[src/rtl/pet_stat_scheduler.sv]
// pet_stat_scheduler: shared ms timebase, three per-stat period timers and a
// single arbitrated update path for the energy, hunger and entertainment stats.
// At most one stat changes per clock; feed requests outrank timer expiries and
// timer expiries are served round-robin.
module pet_stat_scheduler #(
   parameter int unsigned CLK_PER_MS = 50000,
   parameter int unsigned ENERGY_MS  = 40000,
   parameter int unsigned HUNGER_MS  = 10000,
   parameter int unsigned FUN_MS     = 20000,
   parameter int unsigned STAT_MAX   = 5
) (
   input  logic       clk,
   input  logic       rst,
   input  logic [3:0] state_i,
   input  logic       feed_i,
   input  logic       test_load_i,
   input  logic [3:0] test_sel_i,
   output logic [2:0] energy_o,
   output logic [2:0] hunger_o,
   output logic [2:0] fun_o,
   output logic       ms_tick_o,
   output logic       upd_valid_o,
   output logic [1:0] upd_id_o,
   output logic       upd_dir_o
);

   localparam int unsigned PW     = $clog2(CLK_PER_MS);
   localparam int unsigned MAX_EH = (ENERGY_MS > HUNGER_MS) ? ENERGY_MS : HUNGER_MS;
   localparam int unsigned MAX_MS = (MAX_EH > FUN_MS) ? MAX_EH : FUN_MS;
   localparam int unsigned TW     = $clog2(MAX_MS + 1);
   localparam int unsigned SW     = 3;

   localparam logic [PW-1:0] PRE_LAST = PW'(CLK_PER_MS - 1);
   localparam logic [TW-1:0] E_LAST   = TW'(ENERGY_MS - 1);
   localparam logic [TW-1:0] H_LAST   = TW'(HUNGER_MS - 1);
   localparam logic [TW-1:0] F_LAST   = TW'(FUN_MS - 1);

   localparam logic [SW-1:0] SMAX = SW'(STAT_MAX);
   localparam logic [SW-1:0] P4   = (STAT_MAX < 4) ? SMAX : 3'd4;
   localparam logic [SW-1:0] P2   = (STAT_MAX < 2) ? SMAX : 3'd2;

   localparam logic [1:0] ID_E = 2'd0;
   localparam logic [1:0] ID_H = 2'd1;
   localparam logic [1:0] ID_F = 2'd2;

   localparam logic [3:0] ST_SLEEP   = 4'd3;
   localparam logic [3:0] ST_PLAYING = 4'd6;
   localparam logic [3:0] ST_DEATH   = 4'd8;

   // Wrap value of the timer that belongs to stat i
   function automatic logic [TW-1:0] tmr_last(input int i);
      logic [TW-1:0] v;
      case (i)
         0:       v = E_LAST;
         1:       v = H_LAST;
         default: v = F_LAST;
      endcase
      return v;
   endfunction

   // Next stat id in energy -> hunger -> fun -> energy order
   function automatic logic [1:0] next_id(input logic [1:0] id);
      return (id == ID_F) ? ID_E : id + 2'd1;
   endfunction

   // Preset table packed as {energy, hunger, fun}
   function automatic logic [3*SW-1:0] preset(input logic [3:0] sel);
      logic [3*SW-1:0] v;
      case (sel)
         4'd1:       v = {SMAX, SMAX, SMAX};
         4'd2:       v = {P4,   P4,   P4};
         4'd3, 4'd4: v = {P2,   SMAX, SMAX};
         4'd5:       v = {SMAX, P2,   SMAX};
         4'd6:       v = {P2,   P2,   SMAX};
         4'd7, 4'd8: v = {SMAX, SMAX, P2};
         default:    v = '0;
      endcase
      return v;
   endfunction

   // State registers
   logic [PW-1:0] pre_q;
   logic          tick_q;
   logic [TW-1:0] tmr_q [3];
   logic [2:0]    tmr_pend_q;
   logic          feed_pend_q;
   logic          feed_prev_q;
   logic [1:0]    ptr_q;
   logic [SW-1:0] stat_q [3];
   logic          upd_valid_q;
   logic [1:0]    upd_id_q;
   logic          upd_dir_q;

   // Next-state values
   logic [PW-1:0] pre_d;
   logic          tick_d;
   logic [TW-1:0] tmr_d [3];
   logic [2:0]    tmr_pend_d;
   logic          feed_pend_d;
   logic [1:0]    ptr_d;
   logic [SW-1:0] stat_d [3];
   logic          upd_valid_d;
   logic [1:0]    upd_id_d;
   logic          upd_dir_d;

   // Arbitration and update datapath
   logic          gnt_valid;
   logic          gnt_feed;
   logic [1:0]    gnt_id;
   logic [2:0]    gnt_mask;
   logic [1:0]    cand1;
   logic [1:0]    cand2;
   logic [SW-1:0] cur_val;
   logic [SW-1:0] nxt_val;
   logic          inc;
   logic          clamped;
   logic [2:0]    tmr_wrap;
   logic          feed_edge;
   logic          dead;
   logic          load;

   assign dead      = (state_i == ST_DEATH);
   assign load      = test_load_i && (test_sel_i >= 4'd1) && (test_sel_i <= 4'd9);
   assign feed_edge = feed_i & ~feed_prev_q;
   assign cand1     = next_id(ptr_q);
   assign cand2     = next_id(cand1);

   // Grant selection: feed first, then timer pendings round-robin from the pointer
   always_comb begin
      gnt_valid = 1'b0;
      gnt_feed  = 1'b0;
      gnt_id    = ID_E;
      if (feed_pend_q) begin
         gnt_valid = 1'b1;
         gnt_feed  = 1'b1;
         gnt_id    = ID_H;
      end else if (tmr_pend_q[ptr_q]) begin
         gnt_valid = 1'b1;
         gnt_id    = ptr_q;
      end else if (tmr_pend_q[cand1]) begin
         gnt_valid = 1'b1;
         gnt_id    = cand1;
      end else if (tmr_pend_q[cand2]) begin
         gnt_valid = 1'b1;
         gnt_id    = cand2;
      end
   end

   // Timer pending bit consumed by this cycle's grant
   always_comb begin
      gnt_mask = 3'b000;
      if (gnt_valid && !gnt_feed) begin
         gnt_mask = 3'b001 << gnt_id;
      end
   end

   // Direction of the granted update and its saturated result
   always_comb begin
      cur_val = stat_q[0];
      inc     = 1'b0;
      case (gnt_id)
         ID_H: begin
            cur_val = stat_q[1];
            inc     = gnt_feed;
         end
         ID_F: begin
            cur_val = stat_q[2];
            inc     = (state_i == ST_PLAYING);
         end
         default: begin
            cur_val = stat_q[0];
            inc     = (state_i == ST_SLEEP);
         end
      endcase
      clamped = inc ? (cur_val >= SMAX) : (cur_val == '0);
      nxt_val = inc ? cur_val + SW'(1) : cur_val - SW'(1);
   end

   // Timer wrap detection, only meaningful on ms tick cycles
   always_comb begin
      tmr_wrap = 3'b000;
      for (int i = 0; i < 3; i++) begin
         tmr_wrap[i] = tick_q && (tmr_q[i] == tmr_last(i));
      end
   end

   // Next-state logic: prescaler, timers, pendings, pointer, stats and update strobe
   always_comb begin
      pre_d       = (pre_q == PRE_LAST) ? '0 : pre_q + PW'(1);
      tick_d      = (pre_d == PRE_LAST);
      for (int i = 0; i < 3; i++) begin
         tmr_d[i]  = tmr_q[i];
         stat_d[i] = stat_q[i];
      end
      tmr_pend_d  = tmr_pend_q;
      feed_pend_d = feed_pend_q;
      ptr_d       = ptr_q;
      upd_valid_d = 1'b0;
      upd_id_d    = 2'd0;
      upd_dir_d   = 1'b0;

      if (load) begin
         {stat_d[0], stat_d[1], stat_d[2]} = preset(test_sel_i);
         for (int i = 0; i < 3; i++) begin
            tmr_d[i] = '0;
         end
         tmr_pend_d  = 3'b000;
         feed_pend_d = 1'b0;
      end else if (dead) begin
         tmr_pend_d  = 3'b000;
         feed_pend_d = 1'b0;
      end else begin
         if (tick_q) begin
            for (int i = 0; i < 3; i++) begin
               tmr_d[i] = tmr_wrap[i] ? '0 : tmr_q[i] + TW'(1);
            end
         end
         tmr_pend_d  = (tmr_pend_q & ~gnt_mask) | tmr_wrap;
         feed_pend_d = (feed_pend_q & ~gnt_feed) | feed_edge;
         if (gnt_valid) begin
            if (!gnt_feed) begin
               ptr_d = next_id(gnt_id);
            end
            if (!clamped) begin
               for (int i = 0; i < 3; i++) begin
                  if (gnt_id == 2'(i)) begin
                     stat_d[i] = nxt_val;
                  end
               end
               upd_valid_d = 1'b1;
               upd_id_d    = gnt_id;
               upd_dir_d   = inc;
            end
         end
      end
   end

   // State register with asynchronous reset
   always_ff @(posedge clk or posedge rst) begin
      if (rst) begin
         pre_q       <= '0;
         tick_q      <= 1'b0;
         for (int i = 0; i < 3; i++) begin
            tmr_q[i]  <= '0;
            stat_q[i] <= SMAX;
         end
         tmr_pend_q  <= 3'b000;
         feed_pend_q <= 1'b0;
         feed_prev_q <= 1'b0;
         ptr_q       <= ID_E;
         upd_valid_q <= 1'b0;
         upd_id_q    <= 2'd0;
         upd_dir_q   <= 1'b0;
      end else begin
         pre_q       <= pre_d;
         tick_q      <= tick_d;
         for (int i = 0; i < 3; i++) begin
            tmr_q[i]  <= tmr_d[i];
            stat_q[i] <= stat_d[i];
         end
         tmr_pend_q  <= tmr_pend_d;
         feed_pend_q <= feed_pend_d;
         feed_prev_q <= feed_i;
         ptr_q       <= ptr_d;
         upd_valid_q <= upd_valid_d;
         upd_id_q    <= upd_id_d;
         upd_dir_q   <= upd_dir_d;
      end
   end

   assign energy_o    = stat_q[0];
   assign hunger_o    = stat_q[1];
   assign fun_o       = stat_q[2];
   assign ms_tick_o   = tick_q;
   assign upd_valid_o = upd_valid_q;
   assign upd_id_o    = upd_id_q;
   assign upd_dir_o   = upd_dir_q;

endmodule

[config.mk]
export PLATFORM = sky130hd
export DESIGN_NAME = pet_stat_scheduler
export DESIGN_NICKNAME = d
export VERILOG_FILES = /design/src/rtl/pet_stat_scheduler.sv
export SDC_FILE = /design/constraint.sdc
export NUM_CORES = 1
export LEC_CHECK = 0
export ABC_AREA = 1
export BUFFER_PORTS_ARGS = -buffer_cell sky130_fd_sc_hd__buf_2
export CORE_ASPECT_RATIO = 1.2
export CORE_MARGIN = 2
export CORE_UTILIZATION = 60
export CTS_CLUSTER_SIZE = 24
export DETAILED_ROUTE_END_ITERATION = 16
export PLACE_DENSITY = 0.84
export SLEW_MARGIN = 10
export SYNTH_ARGS = -nofsm -noshare
export SYNTH_HDL_FRONTEND = slang
export SYNTH_SLANG_ARGS = --single-unit
[constraint.sdc]
create_clock -name clk -period 3.88 [get_ports clk]
set_clock_uncertainty 0.1 [all_clocks]
set_input_delay 0.776 -clock clk [delete_from_list [all_inputs] [get_ports clk]]
set_output_delay 0.776 -clock clk [all_outputs]
set_load 0.05 [all_outputs]
==> summary.md, run 1 <==
| Metric | Value |
|---|---|
| Setup tns final | 0 ps |
| Endpoints failing setup | 0 |
| Seq. cell area | 0.00213 mm2 |
| Fin crit share | 0.859 |
| Final nets | 736 |
| CP Launch Type | flop |
| Slew headroom | 0.396 |
| Slew of the pin with the lowest slew margin | 907 ps |
| Fillers | 741 |
| Static Leak | 2.83 nW |
| CP Max Fanout | 7 |
| Crit-path max cell delay | between 400 and 500 ps |
| Pre-antenna DRT Iters | 5 |
| ANT cells | 0 |
| # port buffers | 25 |
| HPWL Detailed | 8.74 mm |
| Crit. End Element | flop |
| Wirelength per Cell | 14.0 um |
| Critical path class | reg2reg |
| Top Ports | 26 |
| Slowest stage cell, crit path | fa_1 |
| Routed Antenna Nets | 0 |
| Gpl congestion | 0.898 |
| Pins Over Slew Limit | 0 |
| Multi-input logic area | 0.00254 mm2 |
| Antenna violations before repair | 0 |
| Root Buffer | clkbuf_8 |
| Wirelength, routed | 11.7 mm |
| Rows | 37 |
| Max-cap violations | 0 |
| WHS | 308 ps |
| Yosys cell types | 51 |
| EDFF count, synth | 0 |
| DR iter-0 viols | 332 |
| Fin. Hold Viols | 0 |
| Initial Util | 0.610 |
| DR vias/cell | 5.61 |
| Clk slew on worst S/H paths | around 90 ps |
| Vias | 4663 |
| First-pass GRT wire length | 19.9 mm |
| Async SR Flop Fraction | 1.00 |
| Die Wd | 89.0 um |
| CTS Buffer Depth | 2 |
| Proportion of layout cells with a drive suffix above 1 | 0.147 |
| Aggregate global routing overflow | 0 |
| CTS Hold Buffers Added | 0 |
| Die ar. | about 0.0094 mm2 |
| Synth Flop Type | dfrtp_1 |
| Crit path max-delay family | simple AND/OR/NAND/NOR gates |
| RSZ-0062 raised after global routing | false |
| CP Buf/Inv Count | 4 |
| Synthesized cell area | 0.00520 mm2 |
| Register bit total from synthesis | 85 |
| Core Area | 0.00852 mm2 |
| Min cycle time layout | 3330 ps |
| CTS sink count | 85 |
| Post-route DRC | 0 |
| Overall die height | roughly 110 um |
| Post-synth net total | approximately 700 |
| CTS tree | yes |
| Vias in the first global route | 4598 |
| Status | finished, final reports clean |
| Largest net degree at the start of global routing | 55 |
| Ys Warns | 0 |
| Most used cell, CP | nand2_1 |
| Num CTS Buffers | 9 |
| Required @ worst endpoint | 4100 ps |
| Clock latency on the worst-skew pair | 370 ps |
| Setup Fix Bufs, Post-CTS | 0 |
| Post-cts resize count | 0 |
| Synth Instances | 678 |
| Power density cells | 443 mW/mm2 |
| Crit-path cells | inv_2, nand2_2, nor2_1, a21oi_1, nand2_1, nor2_2, nand3_1, o2111ai_1, inv_2, ha_1, inv_1, nand2_1, o21ai_1, nand2_1, nand2_1, inv_1, fa_1, nand3_1, nand3_1, o21ai_0, nand2_1, nand2_1 |
| HP Class | reg2reg |
| Area grow syn2layout | 7.56% |
| H-tree Lvls | 3 |
| Seq/Total Area, Yosys | 0.410 |
| Max VDD drop | 0.000200 V |
| Peak Freq | 300 MHz |
| Gr usage total | 0.267 |
| Synthesized area per cell | approximately 7.7 um2 |
| Crit path DAT | 3550 ps |
[Yosys cell counts, drive strengths merged, types with 3 or more instances]
master	number	share of area
a21oi	30	0.029
a31oi	4	0.0048
and3	3	0.0036
buf	7	0.017
dfrtp	79	0.38
dfstp	6	0.030
ha	14	0.034
inv	114	0.082
nand2	156	0.12
nand3	58	0.063
nand4	15	0.023
nor2	77	0.059
nor3	19	0.023
nor3b	3	0.0063
nor4	5	0.0072
o211a	3	0.0058
o21ai	52	0.053
xor2	8	0.013
[layer usage]
layer,global-route usage,vias to the layer above,wire length [um]
li1,-,2265,-
met1,0.313,2218,4680
met2,0.473,152,6140
met3,0.0411,28,539
met4,0.120,0,290
met5,0,-,0
[final timing paths]
| check | startpoint | endpoint | slack (ps) | cells past startpoint |
|---|---|---|---|---|
| worst max-delay path | ptr_q[1] | energy_o[2] | 550 | 22 |
| worst min-delay path | feed_prev_q | feed_pend_q | 310 | 1 |
| worst max register to register | ptr_q[1] | energy_o[2] | 550 | 22 |
| worst min register to register | feed_prev_q | feed_pend_q | 310 | 1 |
| max in group asynchronous | rst | energy_o[0] | 2400 | 3 |
| min in group asynchronous | rst | feed_prev_q | 460 | 2 |
[kinds of logic (layout without fill, tap and decap cells)]
| kind of cell | after synthesis | in the layout | share of synthesized area |
|---|---|---|---|
| AOI/OAI and AO/OA | 109 | 109 | 0.125 |
| xor gates and xnor gates | 9 | 9 | 0.0152 |
| adders and majority gates | 15 | 15 | 0.0375 |
| buffers and inverters | 122 | 158 | 0.101 |
| DFF | 85 | 85 | 0.410 |
| and+or+nand+nor | 338 | 338 | 0.311 |
[worst register-to-register path, stage by stage (launching register included)]
cell and delay (ps):
dfrtp_1 420, inv_2 100, nand2_2 80, nor2_1 60, a21oi_1 160, nand2_1 90
nor2_2 170, nand3_1 110, o2111ai_1 140, inv_2 100, ha_1 260, inv_1 120
nand2_1 60, o21ai_1 120, nand2_1 80, nand2_1 70, inv_1 100, fa_1 450
nand3_1 100, nand3_1 130, o21ai_0 120, nand2_1 80, nand2_1 60
[where the power goes]
group          internal (mW)  switching [mW]  leakage [nW]
Combinational          0.214           0.589          1.59
Clock                  0.313           0.310        0.0964
Sequential             0.984          0.0670          1.14
Total                   1.51           0.966          2.83
[cells in the final DEF, fill, tap and decap left out, types with 4 or more instances in the layout]
cell type / count
a31oi_1: 4
inv_2: 11
nor2_2: 7
nand4_1: 12
nand2_2: 8
nor3_1: 15
nand3_1: 51
nand3_2: 7
inv_1: 102
nand2_4: 5
xor2_1: 8
clkbuf_8: 10
o21ai_0: 29
dfrtp_1: 79
nor4_1: 4
nor2_1: 70
ha_1: 14
dfstp_2: 6
o21ai_1: 19
a21oi_1: 30
nand2_1: 143
o21ai_2: 4
buf_2: 25
[per-stage QoR]
step | std cells | worst slack [ps] | total power, mW | util | instance area, um2
final | 831 | 547 | 2.48 | 0.657 | 5590
after global routing | 831 | 256 | 2.62 | 0.657 | 5590
after CTS | 831 | 630 | 2.48 | 0.657 | 5590
after detailed placement | 815 | 712 | 1.86 | 0.634 | 5400
after global placement | 815 | 920 | 1.83 | 0.634 | 5400
after floorplan | 678 | 820 | 1.68 | - | 5200
[final cells by class]
cell class	instances	area share
inverter	115	0.0783
timing repair buffer	27	0.0251
tap	117	0.0262
multi-input combinational	471	0.454
sequential	85	0.382
clock buffer	12	0.0260
clock inverter	4	0.00850
[flip-flops by register name (all words and copies together) (netlist names)]
signal / flops
hunger_o: 3
tmr_q: 48
ptr_q: 2
upd_id_o: 2
fun_o: 3
ms_tick_o: 1
upd_dir_o: 1
upd_valid_o: 1
feed_pend_q: 1
energy_o: 3
pre_q: 16
feed_prev_q: 1
tmr_pend_q: 3
(Power assumes the default switching activity.)
==> run 2: changes to the inputs <==
--- a/config.mk
+++ b/config.mk
@@ -7,12 +7,14 @@
 export LEC_CHECK = 0
 export ABC_AREA = 1
 export BUFFER_PORTS_ARGS = -buffer_cell sky130_fd_sc_hd__buf_2
+export CELL_PAD_IN_SITES_DETAIL_PLACEMENT = 0
+export CELL_PAD_IN_SITES_GLOBAL_PLACEMENT = 1
 export CORE_ASPECT_RATIO = 1.2
 export CORE_MARGIN = 2
-export CORE_UTILIZATION = 60
+export CORE_UTILIZATION = 46
 export CTS_CLUSTER_SIZE = 24
 export DETAILED_ROUTE_END_ITERATION = 16
-export PLACE_DENSITY = 0.84
+export PLACE_DENSITY = 0.86
 export SLEW_MARGIN = 10
 export SYNTH_ARGS = -nofsm -noshare
 export SYNTH_HDL_FRONTEND = slang
==> summary.md, run 2 (synthesis results as in run 1) <==
| Metric | Value |
|---|---|
| Most used cell, CP | nand2_1 |
| ANT cells | 0 (unchanged) |
| CTS Buffer Depth | 2 (unchanged) |
| Slew headroom | 0.353 (-0.0428) |
| Antenna violations before repair | 0 (unchanged) |
| Area grow syn2layout | 10.6% |
| Post-cts resize count | 0 (unchanged) |
| Crit path DAT | 3400 ps (-150 ps) |
| Die Wd | 101 um (+14%) |
| Crit-path max cell delay | 440 ps (about the same) |
| Max-cap violations | 0 (unchanged) |
| Worst R2R Start | ptr_q[1] |
| Most frequent cells in the layout | nand2_1, inv_1, dfrtp_1 |
| Max VDD drop | 0.000287 V (+43%) |
| Endpoints failing setup | 0 (unchanged) |
| Pre-antenna DRT Iters | 5 (unchanged) |
| Required @ worst endpoint | 4070 ps (-30 ps) |
| Status | finished, final reports clean |
| Root Buffer | clkbuf_16 |
| Power density cells | 490 mW/mm2 (+11%) |
| Fin crit share | 0.827 (-0.0316) |
| Worst slack at placement | 709 ps (-2.68 ps) |
| Initial Util | 0.471 (-0.139) |
| Top Registers | tmr_q: 48 flops, pre_q: 16 flops |
| Crit-path cells | inv_2, nand2_2, nor2_1, a21oi_1, nand2_1, nor2_2, nand3_1, o2111ai_1, inv_2, ha_1, inv_1, nand2_1, o21ai_1, nand2_1, nand2_1, inv_1, fa_1, nand3_1, nand3_1, o21ai_0, nand2_1, nand2_1 |
| Pins Over Slew Limit | 0 (unchanged) |
| Final worst slack | 669 ps (+123 ps) |
| CP Max Fanout | 7 (unchanged) |
| CTS Hold Buffers Added | 0 (unchanged) |
| Number of flip-flops in the largest register | 48 (unchanged) |
| H-tree Lvls | 3 (unchanged) |
| Hold endpoint | feed_pend_q |
| Vias | 4497 (-3.6%) |
| Min cycle time layout | 3210 ps (-123 ps) |
| Total power | 2.82 mW (+14%) |
| Gr usage total | 0.207 (-0.0607) |
| Slew of the pin with the lowest slew margin | 970 ps (+63.0 ps) |
| Crit path max-delay family | simple AND/OR/NAND/NOR gates |
| Core Area | 0.0110 mm2 (+30%) |
| Die ar. | 0.0122 mm2 (+29%) |
| Top Ports | 26 (unchanged) |
| Final nets | 736 (unchanged) |
| Num CTS Buffers | 9 (unchanged) |
| Overall die height | 120 um (+14%) |
| CTS sink count | 85 (unchanged) |
| Reg2reg setup slack | 670 ps (+120 ps) |
| CP Buf/Inv Count | 4 (unchanged) |
| Largest register by flop count | tmr_q |
| Setup tns final | 0 ps (unchanged) |
| Static Leak | 2.89 nW (+2.4%) |
| Fin. Hold Viols | 0 (unchanged) |
| Critical path class | reg2reg |
| Setup Fix Bufs, Post-CTS | 0 (unchanged) |
| HPWL Detailed | 8.77 mm (+0.34%) |
| R2r endpoint | energy_o[2] |
| R2R depth | 22 (unchanged) |
| DR vias/cell | 5.32 (-5.3%) |
| Slowest stage cell, crit path | fa_1 |
| Post-route DRC | 0 (unchanged) |
| Vias in the first global route | 4532 (-1.4%) |
| CP Launch Type | flop |
| Crit. End Element | flop |
| First-pass GRT wire length | 20.3 mm (+1.9%) |
| Rows | 42 (+14%) |
| RSZ-0062 raised after global routing | false |
| HP Class | reg2reg |
| Crit path depth | 22 (unchanged) |
| DR iter-0 viols | 215 (-35%) |
| Commonest non-fill, non-tap cell in the layout | nand2_1 |
| CTS tree | yes |
| Area after DPL | 0.00542 mm2 (+0.35%) |
| Peak Freq | 311 MHz (+3.8%) |
| HP Start | feed_prev_q |
| Gpl congestion | 0.830 (-7.6%) |
| Proportion of layout cells with a drive suffix above 1 | 0.147 (unchanged) |
| Wirelength, routed | 11.6 mm (-0.61%) |
| # port buffers | 25 (unchanged) |
| Largest net degree at the start of global routing | 56 (+1.8%) |
| Clk slew on worst S/H paths | 60 ps (-30 ps) |
| Aggregate global routing overflow | 0 (unchanged) |
| Final Cell Area | 0.00575 mm2 (+2.8%) |
| Routed Antenna Nets | 0 (unchanged) |
| Clock latency on the worst-skew pair | 340 ps (-30 ps) |
| Hold-critical path depth | 1 (unchanged) |
| Wirelength per Cell | 13.7 um (-2.4%) |
| Fillers | 1115 (+50%) |
[run 2: cell count changes in the layout (fill, tap and decap cells not counted), sizes merged]
| cell | previous run | this run |
|---|---|---|
| clkbuf | 12 | 11 |
| bufinv | 1 | 3 |
| clkinvlp | 1 | 0 |
[run 2: cell type report]
cell class                 count  area (um2)  area share
multi-input combinational    471        2540       0.442
timing repair buffer          27         140      0.0244
inverter                     115         438      0.0761
sequential                    85        2130       0.371
tap                          132         165      0.0287
clock inverter                 5         100      0.0174
clock buffer                  11         233      0.0405
[run 2: worst max path at each step]
stage	startpoint	endpoint	slack, ps
floorplan	rst	energy_o[1]	820
global placement	ptr_q[1]	energy_o[2]	870
detailed placement	ptr_q[1]	energy_o[2]	710
CTS	ptr_q[1]	energy_o[2]	670
global route	ptr_q[1]	energy_o[2]	340
finish	ptr_q[1]	energy_o[2]	670
[run 2: metal layers]
| layer | routed length (um) | up-vias | GRT usage |
|---|---|---|---|
| met4 | 235 | 0 | 0.0895 |
| met5 | 0 | - | 0 |
| li1 | - | 2268 | - |
| met1 | 5150 | 2125 | 0.261 |
| met3 | 381 | 13 | 0.0254 |
| met2 | 5820 | 91 | 0.353 |
[run 2: where the power goes]
group          switching, mW  leakage (nW)  internal, mW  total [mW]
Combinational          0.574          1.59         0.214       0.787
Sequential            0.0659          1.14         0.985        1.05
Clock                  0.353         0.163         0.627       0.980
[run 2: per-stage QoR]
step | hold WS, ps | std cells | utilization
2_1_floorplan | 277 | 678 | -
3_3_place_gp | 282 | 830 | 0.491
3_5_place_dp | 293 | 830 | 0.491
4_1_cts | 302 | 846 | 0.521
5_1_grt | 312 | 846 | 0.521
6_report | 304 | 846 | 0.521
==> run 3: changes to the inputs <==
--- a/config.mk
+++ b/config.mk
@@ -11,10 +11,10 @@
 export CELL_PAD_IN_SITES_GLOBAL_PLACEMENT = 1
 export CORE_ASPECT_RATIO = 1.2
 export CORE_MARGIN = 2
-export CORE_UTILIZATION = 46
+export CORE_UTILIZATION = 42
 export CTS_CLUSTER_SIZE = 24
 export DETAILED_ROUTE_END_ITERATION = 16
-export PLACE_DENSITY = 0.86
+export PLACE_DENSITY = 0.83
 export SLEW_MARGIN = 10
 export SYNTH_ARGS = -nofsm -noshare
 export SYNTH_HDL_FRONTEND = slang
==> constraint.sdc (replaced) <==
create_clock -name clk -period 2.65 [get_ports clk]
set_clock_uncertainty 0.1 [all_clocks]
set_input_delay 0.53 -clock clk [delete_from_list [all_inputs] [get_ports clk]]
set_output_delay 0.53 -clock clk [all_outputs]
set_load 0.05 [all_outputs]
==> summary.md, run 3 (synthesis results as in run 1) <==
| Metric | Value |
|---|---|
| Rows | 44 (+4.8%) |
| Max-cap violations | 0 (unchanged) |
| CTS tree | yes |
| Wirelength, routed | 12.2 mm (+5.1%) |
| Aggregate global routing overflow | 0 (unchanged) |
| Max VDD drop | 0.000521 V (+82%) |
| Clk slew on worst S/H paths | 60 ps (about the same) |
| Largest net degree at the start of global routing | 31 (-45%) |
| Gr usage total | 0.190 (-0.0168) |
| HPWL Detailed | 9.01 mm (+2.7%) |
| # port buffers | 25 (unchanged) |
| Number of flip-flops in the largest register | 48 (unchanged) |
| Die Wd | 106 um (+4.5%) |
| CP Launch Type | flop |
| Antenna violations before repair | 0 (unchanged) |
| DR vias/cell | 5.11 (-3.8%) |
| Fin crit share | 1.08 (+0.256) |
| Static Leak | 3.07 nW (+6.2%) |
| Critical path class | reg2reg |
| Post-route DRC | 0 (unchanged) |
| First-pass GRT wire length | 20.6 mm (+1.5%) |
| DR iter-0 viols | 197 (-8.4%) |
| Overall die height | 126 um (+4.5%) |
| Power density cells | 706 mW/mm2 (+44%) |
| Endpoints failing setup | 13 (+13) |
| CTS Buffer Depth | 2 (unchanged) |
| Initial Util | 0.429 (-0.0419) |
| Crit. End Element | flop |
| Wirelength per Cell | 13.4 um (-2.2%) |
| Vias | 4649 (+3.4%) |
| Commonest non-fill, non-tap cell in the layout | nand2_1 |
| Required @ worst endpoint | 2820 ps (-1250 ps) |
| Top Registers | tmr_q: 48 flops, pre_q: 16 flops |
| Vias in the first global route | 4540 (+0.18%) |
| Core Area | 0.0121 mm2 (+9.8%) |
| Proportion of layout cells with a drive suffix above 1 | 0.219 (+0.0722) |
| Pre-antenna DRT Iters | 4 (-1) |
| Total power | 4.37 mW (+55%) |
| Largest register by flop count | tmr_q |
| Peak Freq | 348 MHz (+12%) |
| Crit path DAT | 3040 ps (-360 ps) |
| Slew of the pin with the lowest slew margin | 674 ps (-296 ps) |
| WHS | 194 ps (-110 ps) |
| Status | finished with violations |
| Top Ports | 26 (unchanged) |
| Slew headroom | 0.550 (+0.197) |
| Most frequent cells in the layout | nand2_1, inv_1, dfrtp_1 |
| Die ar. | 0.0133 mm2 (+9.2%) |
| Fin. Hold Viols | 0 (unchanged) |
| HP Class | in2async |
| RSZ-0062 raised after global routing | true |
| Gpl congestion | 0.893 (+7.6%) |
| CP Max Fanout | 5 (-2) |
| Root Buffer | clkbuf_16 |
| Routed Antenna Nets | 0 (unchanged) |
| ANT cells | 0 (unchanged) |
| Final nets | 770 (+4.6%) |
| Min cycle time layout | 2870 ps (-340 ps) |
| Clock latency on the worst-skew pair | 330 ps (about the same) |
| H-tree Lvls | 3 (unchanged) |
| Num CTS Buffers | 9 (unchanged) |
| Failing checks | setup timing |
| Area grow syn2layout | 18.9% |
| Pins Over Slew Limit | 0 (unchanged) |
| CTS sink count | 85 (unchanged) |
| Final worst slack | -220 ps (-890 ps) |
-- run 3: cell count changes in the layout (fill, tap and decap cells not counted), sizes merged --
cell,change
clkinvlp,+1
clkinv,-3
inv,+1
clkbuf,+2
bufinv,-1
buf,+34
-- run 3: layout make-up --
| class | instances | area (um2) |
|---|---|---|
| Timing Repair Buffer | 61 | 424 |
| Inverter | 115 | 440 |
| Multi-Input combinational cell | 471 | 2650 |
| Fill cell | 1176 | 5930 |
| Clock inverter | 3 | 68.8 |
| Sequential cell | 85 | 2130 |
| Clock buffer | 13 | 260 |
| Tap cell | 161 | 201 |
-- run 3: critical path: stages (launching register included) --
cell and delay [ps]:
dfrtp_1 390, inv_2 80, o211ai_1 260, nand2_2 140, buf_6 140, o2111ai_4 190, inv_2 80, ha_4 180
inv_2 60, nand2_2 50, o21ai_2 110, nand2_1 70, nand2_2 80, inv_2 50, fa_2 560, nand2_2 70
o41ai_2 60, nand2_1 80, nand2_1 60
-- run 3: stage by stage --
step	instance area, um2	TNS, ps	setup WS (ps)	utilization	instances
finish	6180	-1520	-220	0.510	909
global route	6180	-4170	-417	0.510	909
CTS	6110	-1240	-206	0.504	906
detailed placement	5720	-1890	-231	0.473	886
global placement	5720	-783	-144	0.473	886
floorplan	5240	-196	-68.7	-	678
-- run 3: path summary, 6_finish.rpt --
path / start / to / slack, ps / cells after the start
min reg2reg: feed_prev_q / feed_pend_q / 310 / 1
max: ptr_q[1] / hunger_o[1] / -220 / 18
min: rst / feed_prev_q / 190 / 2
max in group asynchronous: rst / hunger_o[0] / 1620 / 3
max reg2reg: ptr_q[1] / hunger_o[1] / -220 / 18
min in group clk: feed_i / feed_prev_q / 230 / 1
-- run 3: metal layers --
layer  global-route usage  vias up  wire [um]
met5                    0        -          0
met4               0.0720        0        211
met3               0.0321       17        423
met2                0.334       82       6180
met1                0.233     2203       5360
li1                     -     2347          -
-- run 3: power by group --
group          switching [mW]  leakage, nW  internal, mW
combinational           0.938         1.78         0.502
sequential              0.103         1.14          1.44
clock                   0.498        0.160         0.882
-- run 3: timing repair --
action / 4_1_cts / 5_1_grt
pin swaps: 2 / 7
gates resized for setup: 7 / 12
hold buffers: 0 / 0
buffers inserted: 4 / 3
setup endpoints to repair: 13 / 13
endpoints found under the hold margin: 0 / 0
